### config.mk
export PLATFORM = sky130hd
export DESIGN_NAME = ntt_addr_seq
export DESIGN_NICKNAME = d
export VERILOG_FILES = /design/src/rtl/ntt_addr_seq.sv
export SDC_FILE = /design/constraint.sdc
export NUM_CORES = 1
export LEC_CHECK = 0
export CORE_MARGIN = 1.5
export CORE_UTILIZATION = 35
export CTS_CLUSTER_SIZE = 14
export DETAILED_ROUTE_END_ITERATION = 6
export SYNTH_ARGS = -nofsm -noshare
export SYNTH_HDL_FRONTEND = slang
export SYNTH_SLANG_ARGS = --single-unit
### constraint.sdc
create_clock -name clk -period 4.55 [get_ports clk]
set_clock_uncertainty 0.15 [all_clocks]
set_input_delay 0.91 -clock clk [delete_from_list [all_inputs] [get_ports clk]]
set_output_delay 0.91 -clock clk [all_outputs]
set_load 0.005 [all_outputs]
### src/rtl/ntt_addr_seq.sv
// -----------------------------------------------------------------------------
// ntt_addr_seq
//
// Walks the 128-entry NTT butterfly address ROM once per start pulse and
// presents each 28-bit word as four 7-bit lane addresses, tagged with the ROM
// index and butterfly stage, on a valid/ready stream. The 1-cycle ROM read
// latency is absorbed by a 2-entry output FIFO. Reads are throttled by credits
// so the FIFO can never overflow, while one entry per cycle still flows
// whenever the consumer keeps out_ready high.
//
// Ports:
//   clk        system clock, rising edge
//   rst_n      synchronous active-low reset
//   start      one-cycle pulse, begins a sequence when idle
//   rom_addr   ROM read address (held when no read is issued)
//   rom_data   ROM read data, valid one cycle after rom_addr
//   out_valid  entry available at the FIFO head
//   out_ready  consumer accepts the head entry
//   out_lane3..out_lane0  rom word bits [27:21], [20:14], [13:7], [6:0]
//   out_idx    ROM index of the presented entry
//   out_stage  out_idx[6:5]; 3 marks the final pair-mode stage
//   out_last   presented entry is index 127
//   busy       sequence in progress
//   done       one-cycle pulse after the final entry is accepted
// -----------------------------------------------------------------------------
module ntt_addr_seq #(
   parameter int DATA_WIDTH = 28,
   parameter int LANE_W     = 7,
   parameter int IDX_W      = 7
) (
   input  logic                  clk,
   input  logic                  rst_n,
   input  logic                  start,
   output logic [IDX_W-1:0]      rom_addr,
   input  logic [DATA_WIDTH-1:0] rom_data,
   output logic                  out_valid,
   input  logic                  out_ready,
   output logic [LANE_W-1:0]     out_lane3,
   output logic [LANE_W-1:0]     out_lane2,
   output logic [LANE_W-1:0]     out_lane1,
   output logic [LANE_W-1:0]     out_lane0,
   output logic [IDX_W-1:0]      out_idx,
   output logic [1:0]            out_stage,
   output logic                  out_last,
   output logic                  busy,
   output logic                  done
);

   typedef enum logic [0:0] {
      IDLE = 1'b0,
      RUN  = 1'b1
   } state_t;

   typedef struct packed {
      logic [IDX_W-1:0]      idx;
      logic [DATA_WIDTH-1:0] data;
   } entry_t;

   state_t           state_q;
   state_t           state_d;

   // One bit wider than the index so the terminal count 2^IDX_W is
   // representable and the walk stops instead of wrapping.
   logic [IDX_W:0]   issue_cnt_q;
   logic [IDX_W-1:0] rom_addr_q;

   // A read issued last cycle whose data is on rom_data this cycle.
   logic             inflight_q;
   logic [IDX_W-1:0] inflight_idx_q;

   entry_t           fifo_mem [2];
   logic             wr_ptr_q;
   logic             rd_ptr_q;
   logic [1:0]       fifo_cnt_q;
   logic             done_q;

   entry_t           head;
   logic             pop;
   logic             push;
   logic             issue;
   logic             last_hs;
   logic [1:0]       credits_used;

   // ---------------------------------------------------------------------------
   // Output stream: FIFO head, sliced into lanes
   // ---------------------------------------------------------------------------
   assign head      = fifo_mem[rd_ptr_q];
   assign out_valid = (fifo_cnt_q != 2'd0);
   assign out_lane3 = head.data[4*LANE_W-1:3*LANE_W];
   assign out_lane2 = head.data[3*LANE_W-1:2*LANE_W];
   assign out_lane1 = head.data[2*LANE_W-1:LANE_W];
   assign out_lane0 = head.data[LANE_W-1:0];
   assign out_idx   = head.idx;
   assign out_stage = head.idx[IDX_W-1:IDX_W-2];
   assign out_last  = &head.idx;
   assign busy      = (state_q == RUN);
   assign done      = done_q;

   // ---------------------------------------------------------------------------
   // Handshake, capture and issue control
   // ---------------------------------------------------------------------------
   assign pop     = out_valid & out_ready;
   assign push    = inflight_q;
   assign last_hs = pop & out_last & (state_q == RUN);

   // Slots committed to the FIFO after this cycle. A head popped this cycle
   // frees its slot immediately; without that, the 2-entry FIFO could not
   // sustain one entry per cycle across the 1-cycle ROM latency.
   assign credits_used = fifo_cnt_q + {1'b0, inflight_q} - {1'b0, pop};

   assign issue = (state_q == RUN) && !issue_cnt_q[IDX_W] && (credits_used < 2'd2);

   // The address is presented combinationally in the issue cycle so the ROM
   // registers it at the same edge that records the read as in flight.
   assign rom_addr = issue ? issue_cnt_q[IDX_W-1:0] : rom_addr_q;

   // ---------------------------------------------------------------------------
   // FSM
   // ---------------------------------------------------------------------------
   always_ff @(posedge clk) begin
      if (!rst_n) begin
         state_q <= IDLE;
      end else begin
         state_q <= state_d;
      end
   end

   // NOTE: every signal driven here gets a default first, so no path through
   // the block leaves it unassigned and no latch is inferred.
   always_comb begin
      state_d = state_q;
      case (state_q)
         IDLE:    if (start)   state_d = RUN;
         RUN:     if (last_hs) state_d = IDLE;
         default:              state_d = IDLE;
      endcase
   end

   // ---------------------------------------------------------------------------
   // Datapath
   // ---------------------------------------------------------------------------
   // NOTE: state uses non-blocking assignments so every register samples the
   // values from before the edge, regardless of statement order.
   always_ff @(posedge clk) begin
      if (!rst_n) begin
         issue_cnt_q    <= '0;
         rom_addr_q     <= '0;
         inflight_q     <= 1'b0;
         inflight_idx_q <= '0;
         wr_ptr_q       <= 1'b0;
         rd_ptr_q       <= 1'b0;
         fifo_cnt_q     <= 2'd0;
         done_q         <= 1'b0;
         // NOTE: the two FIFO slots are reset because the head drives the
         // outputs directly, and those must read 0 after reset. Larger
         // memories would normally be left unreset.
         for (int i = 0; i < 2; i++) begin
            fifo_mem[i] <= '0;
         end
      end else begin
         done_q <= last_hs;

         if ((state_q == IDLE) && start) begin
            issue_cnt_q <= '0;
         end else if (issue) begin
            issue_cnt_q <= issue_cnt_q + {{IDX_W{1'b0}}, 1'b1};
         end

         if (issue) begin
            rom_addr_q     <= issue_cnt_q[IDX_W-1:0];
            inflight_idx_q <= issue_cnt_q[IDX_W-1:0];
         end
         inflight_q <= issue;

         if (push) begin
            fifo_mem[wr_ptr_q] <= '{idx: inflight_idx_q, data: rom_data};
            wr_ptr_q           <= ~wr_ptr_q;
         end
         if (pop) begin
            rd_ptr_q <= ~rd_ptr_q;
         end

         case ({push, pop})
            2'b10:   fifo_cnt_q <= fifo_cnt_q + 2'd1;
            2'b01:   fifo_cnt_q <= fifo_cnt_q - 2'd1;
            default: fifo_cnt_q <= fifo_cnt_q;
         endcase
      end
   end

endmodule

# Word-level counts from Yosys, hierarchy flattened

Memories as Yosys holds them, arrays and structs flattened. A register that Yosys moved wholly into a read port is not among the register bits.
Cells that the tools add are included.

Flip-flop bits (word level): 29
RAM bits: 70
Output and inout bits: 48
Memories kept: 1

Add/subtract/negate cells: 5
Order comparisons: 1
Eq/ne operators: 2
Multiplexer cells: 14
Bitwise logic cells: 7
Reduce and logical (&&, ||, !) cells: 9

Memory list:

| memory   | depth | width | rd ports | clocked after Yosys merged registers in | wr ports | RTL line | text |
|---|---|---|---|---|---|---|---|
| fifo_mem | 2     | 35    | 1        | 1                                       | 2        | 71       | `entry_t fifo_mem [2];` |

Operators with widths:

| kind                | number |
|---|---|
| $mux 35             | 1 |
| $reduce_or 35->1    | 1 |
| $mux 1              | 10 |
| $add 8x1->8 const B | 1 |
| $mux 7              | 1 |
| $reduce_and 7->1    | 1 |
| $not 1->1           | 4 |
| $pmux 2 s2          | 1 |
| $reduce_bool 2->1   | 2 |
| $and 1x1->1         | 3 |
| $logic_and 1x1->1   | 3 |
| $add 2x1->2         | 1 |
| $add 2x1->2 const B | 1 |
| $eq 2x1->1 const B  | 1 |
| $eq 2x2->1 const B  | 1 |
| $lt 2x2->1 const B  | 1 |
| $pmux 1 s2          | 1 |
| $reduce_or 2->1     | 1 |
| $sub 2x1->2         | 1 |
| $sub 2x1->2 const B | 1 |
| $logic_not 1->1     | 1 |

# Depth between registers and ports, before layout

Depth after elaboration: 6
Gate-level depth with buffers: 7

# Worst setup path after synthesis

OpenSTA, ideal clock, no wires.

Path type: register to register
Start point: register inflight_q
End point: memory fifo_mem[0][0] (netlist bit), enable pin
Library setup time: 476 ps
Arrival: 3021 ps
Slack: 904 ps
Stages on the path, launching flop included: 4
Path buffers: 1
Cell sequence: dfxtp_1 -> buf_2 -> inv_1 -> o21ai_0

RTL lines:

| element                | RTL line | text |
|---|---|---|
| from (decl)            | 68       | `logic inflight_q;` |
| from (signal assigned) | 173      | `inflight_q <= issue;` |
| to (decl)              | 71       |  |

# Worst setup path after layout

Start point: input out_ready
End point: output rom_addr[5]

Word-level cells in the longest chain between the ends: 5

Ends and longest elaborated chain:

| element           | RTL line | text |
|---|---|---|
| from (decl)       | 37       | `input logic out_ready,` |
| $and 1x1->1       | 102      | `assign pop = out_valid & out_ready;` |
| $sub 2x1->2       | 109      | `assign credits_used = fifo_cnt_q + {1'b0, inflight_q} - {1'b0, pop};` |
| $lt 2x2->1        | 111      | `assign issue = (state_q == RUN) && !issue_cnt_q[IDX_W] && (credits_used < 2'd2);` |
| $logic_and 1x1->1 | 111      |  |
| $mux 7            | -        |  |
| to (decl)         | 34       | `output logic [IDX_W-1:0] rom_addr,` |

Every way passes these cells.

==> metrics <==
CP max stage delay 0.54 ns; # port buffers 79; clk_lat worst skew 0.34 ns; first-pass GRT wire length 14100 µm; WP data required 3.49 ns; number of global-route vias before repair 2790; Synth Register Bits 100; Synth top cells by count and2_1 (81), edfxtp_1 (70), mux2_2 (40); Peak Freq 249 MHz; share of layout cells above drive strength 1 18.6%; core area 12100 µm²; Root Buffer clkbuf_16; synthesized net count 364; Initial Utilization 36.1%; Slew @ Worst Pin 0.636 ns; boundary pin count 80; via density per instance 4.58; count leader, synth and2_1; Clock Sinks 100; Hold Buf Count CTS 0; Min-Delay Path Class register to register; Mapped Area 4350 µm²; largest net degree at the start of global routing 36; row count 40; Max Root-Sink Buffers 2; ys flop type edfxtp_1; final instance area 5660 µm²; Initial DRC Count 121; critical path endpoint category output port; routability cong. 0.794; drt first pass iters 4; Remaining Overflow, GRT 0; EDFF count, synth 70; DR WL/cell 15.2 µm; setup repair bufs after CTS 0; CTS H-Tree Depth 3; die height 114 µm; worst rel slew slack 57.3%; final worst-path cycle share 88.1%; initial antenna violation count 0; die width 114 µm; Fin Setup TNS 0 ns; final total power 2.05 mW; area grow syn2layout 30.2%; total length of routed wires 8850 µm; drc violations 0; Die Area 13100 µm²; CTS resizes 0; maxcap violations 0; final max-slew violation count 0; DP HPWL 5820 µm; slowest cell on the critical path clkdlybuf4s50_1; ys async rst share 0%; CP Launch Type input pin; Seq/Total Area, Yosys 62.1%; syn avg cell area 13.1 µm²; CP dominant cell by count clkdlybuf4s50_1; Placed Area 5340 µm²; Antenna Nets Post-Route 0; Fin. Hold Viols 0; Netlist cell types 42; Tot GR Track Use 14.1%; biggest area consumer among synthesized cells edfxtp_1; clock slew at reported path FFs 0.07 ns; Cells after Synth 331; RSZ-0062 raised after global routing false; final setup violation count 0; nets@finish 443; PD cells 361 nW/µm²; status complete, no violations; Tmin final 4.01 ns; post-synth top area share 48.3%; crit-path cells clkdlybuf4s50_1 > and2b_2 > o21a_4 > nand2_4 > mux2_2 > clkdlybuf4s50_1; kind of critical path input pin to output port; largest fanout on the critical path 15; LEAKAGE 2.13 nW; Peak supply drop 0.143 mV; CTS tree done; DR vias 2672; Antenna Cells 0; synth warn 0; CTS Buf Count 9; top post-synthesis cells by area edfxtp_1 (48%), dfxtp_1 (14%), and2_1 (12%), mux2_2 (10%), xnor2_1 (1.4%); Hold Slack 0.331 ns; CP Data Arrival Time 2.95 ns
## cell usage in the layout, fill, tap and decap left out, drive strengths merged, types with 3 or more instances in the layout
master         instances
and2                  81
clkdlybuf4s50         79
edfxtp                70
mux2                  40
dfxtp                 30
nand2                 14
clkbuf                12
nor2                  10
nor2b                  8
xnor2                  7
buf                    7
o21ai                  6
inv                    5
nand3                  5
mux2i                  5
a21oi                  4
and3                   4
nor3                   3
## report_power, final
| group | internal, mW | switching [mW] | total [mW] |
|---|---|---|---|
| logic | 0.110 | 0.0735 | 0.184 |
| clock network | 0.514 | 0.322 | 0.836 |
| registers | 1.01 | 0.0172 | 1.03 |
## state kept, by name (all words and copies together) (netlist names), named ones only
signal,cells
inflight_q,1
issue_cnt_q,8
inflight_idx_q,7
done,1
fifo_cnt_q,2
rd_ptr_q,1
fifo_mem,70
wr_ptr_q,1
busy,1
rom_addr_q,7
## layout make-up
cell class	instances	area [µm²]
clock buffers	12	258
clock inverters	4	70.1
fillers	1083	6400
inverters	5	18.8
multi-input cells	208	1560
flip-flops and latches	100	2700
well taps	168	210
repair buffers	86	843
## critical path: cells and delay by family
kind	cells	cell delay [ns]
AO/OA/AOI/OAI	1	0.24
buffers and inverters	2	0.99
multiplexers	1	0.37
AND/OR/NAND/NOR	2	0.44
## per-stage QoR
step / utilization (%) / std cells / worst slack, ns
floorplan: - / 331 / 0.904
global placement: 44.2 / 567 / 0.575
detailed placement: 44.2 / 567 / 0.556
CTS: 47.0 / 583 / 0.524
global route: 47.0 / 583 / 0.465
finish: 47.0 / 583 / 0.540
## kinds of logic (layout without fill, tap and decap cells)
kind of cell	count (synthesis)	in the layout	synth area share, %
DFF	100	100	62.1
AOI/OAI and AO/OA	19	19	3.51
buffers and inverters	23	107	2.39
and+or+nand+nor	135	135	18.6
adders and majority gates	1	1	0.288
muxes	45	45	11.5
xor gates and xnor gates	8	8	1.61
## final timing paths
check / slack [ns] / end / cells after the start / start
worst max-delay path: 0.54 / rom_addr[5] / 6 / out_ready
worst min-delay path: 0.33 / rom_addr_q[1]$_SDFF_PN0_ / 2 / rom_addr_q[1]$_SDFF_PN0_
worst max register to register: 2.50 / fifo_mem[0][13]$_SDFFCE_PN0P_ / 3 / inflight_q$_SDFF_PN0_
worst min register to register: 0.33 / rom_addr_q[1]$_SDFF_PN0_ / 2 / rom_addr_q[1]$_SDFF_PN0_
## layer usage
layer	vias to the layer above	GRT usage, %	wire length, µm	part of all wire, %
met5	-	0	0	0
met4	0	5.50	127	1.4
met3	11	2.91	370	4.2
met2	61	23.8	4270	48
met1	1292	17.7	4080	46
li1	1308	-	-	-
No activity file was read; power rests on OpenSTA's default activity.
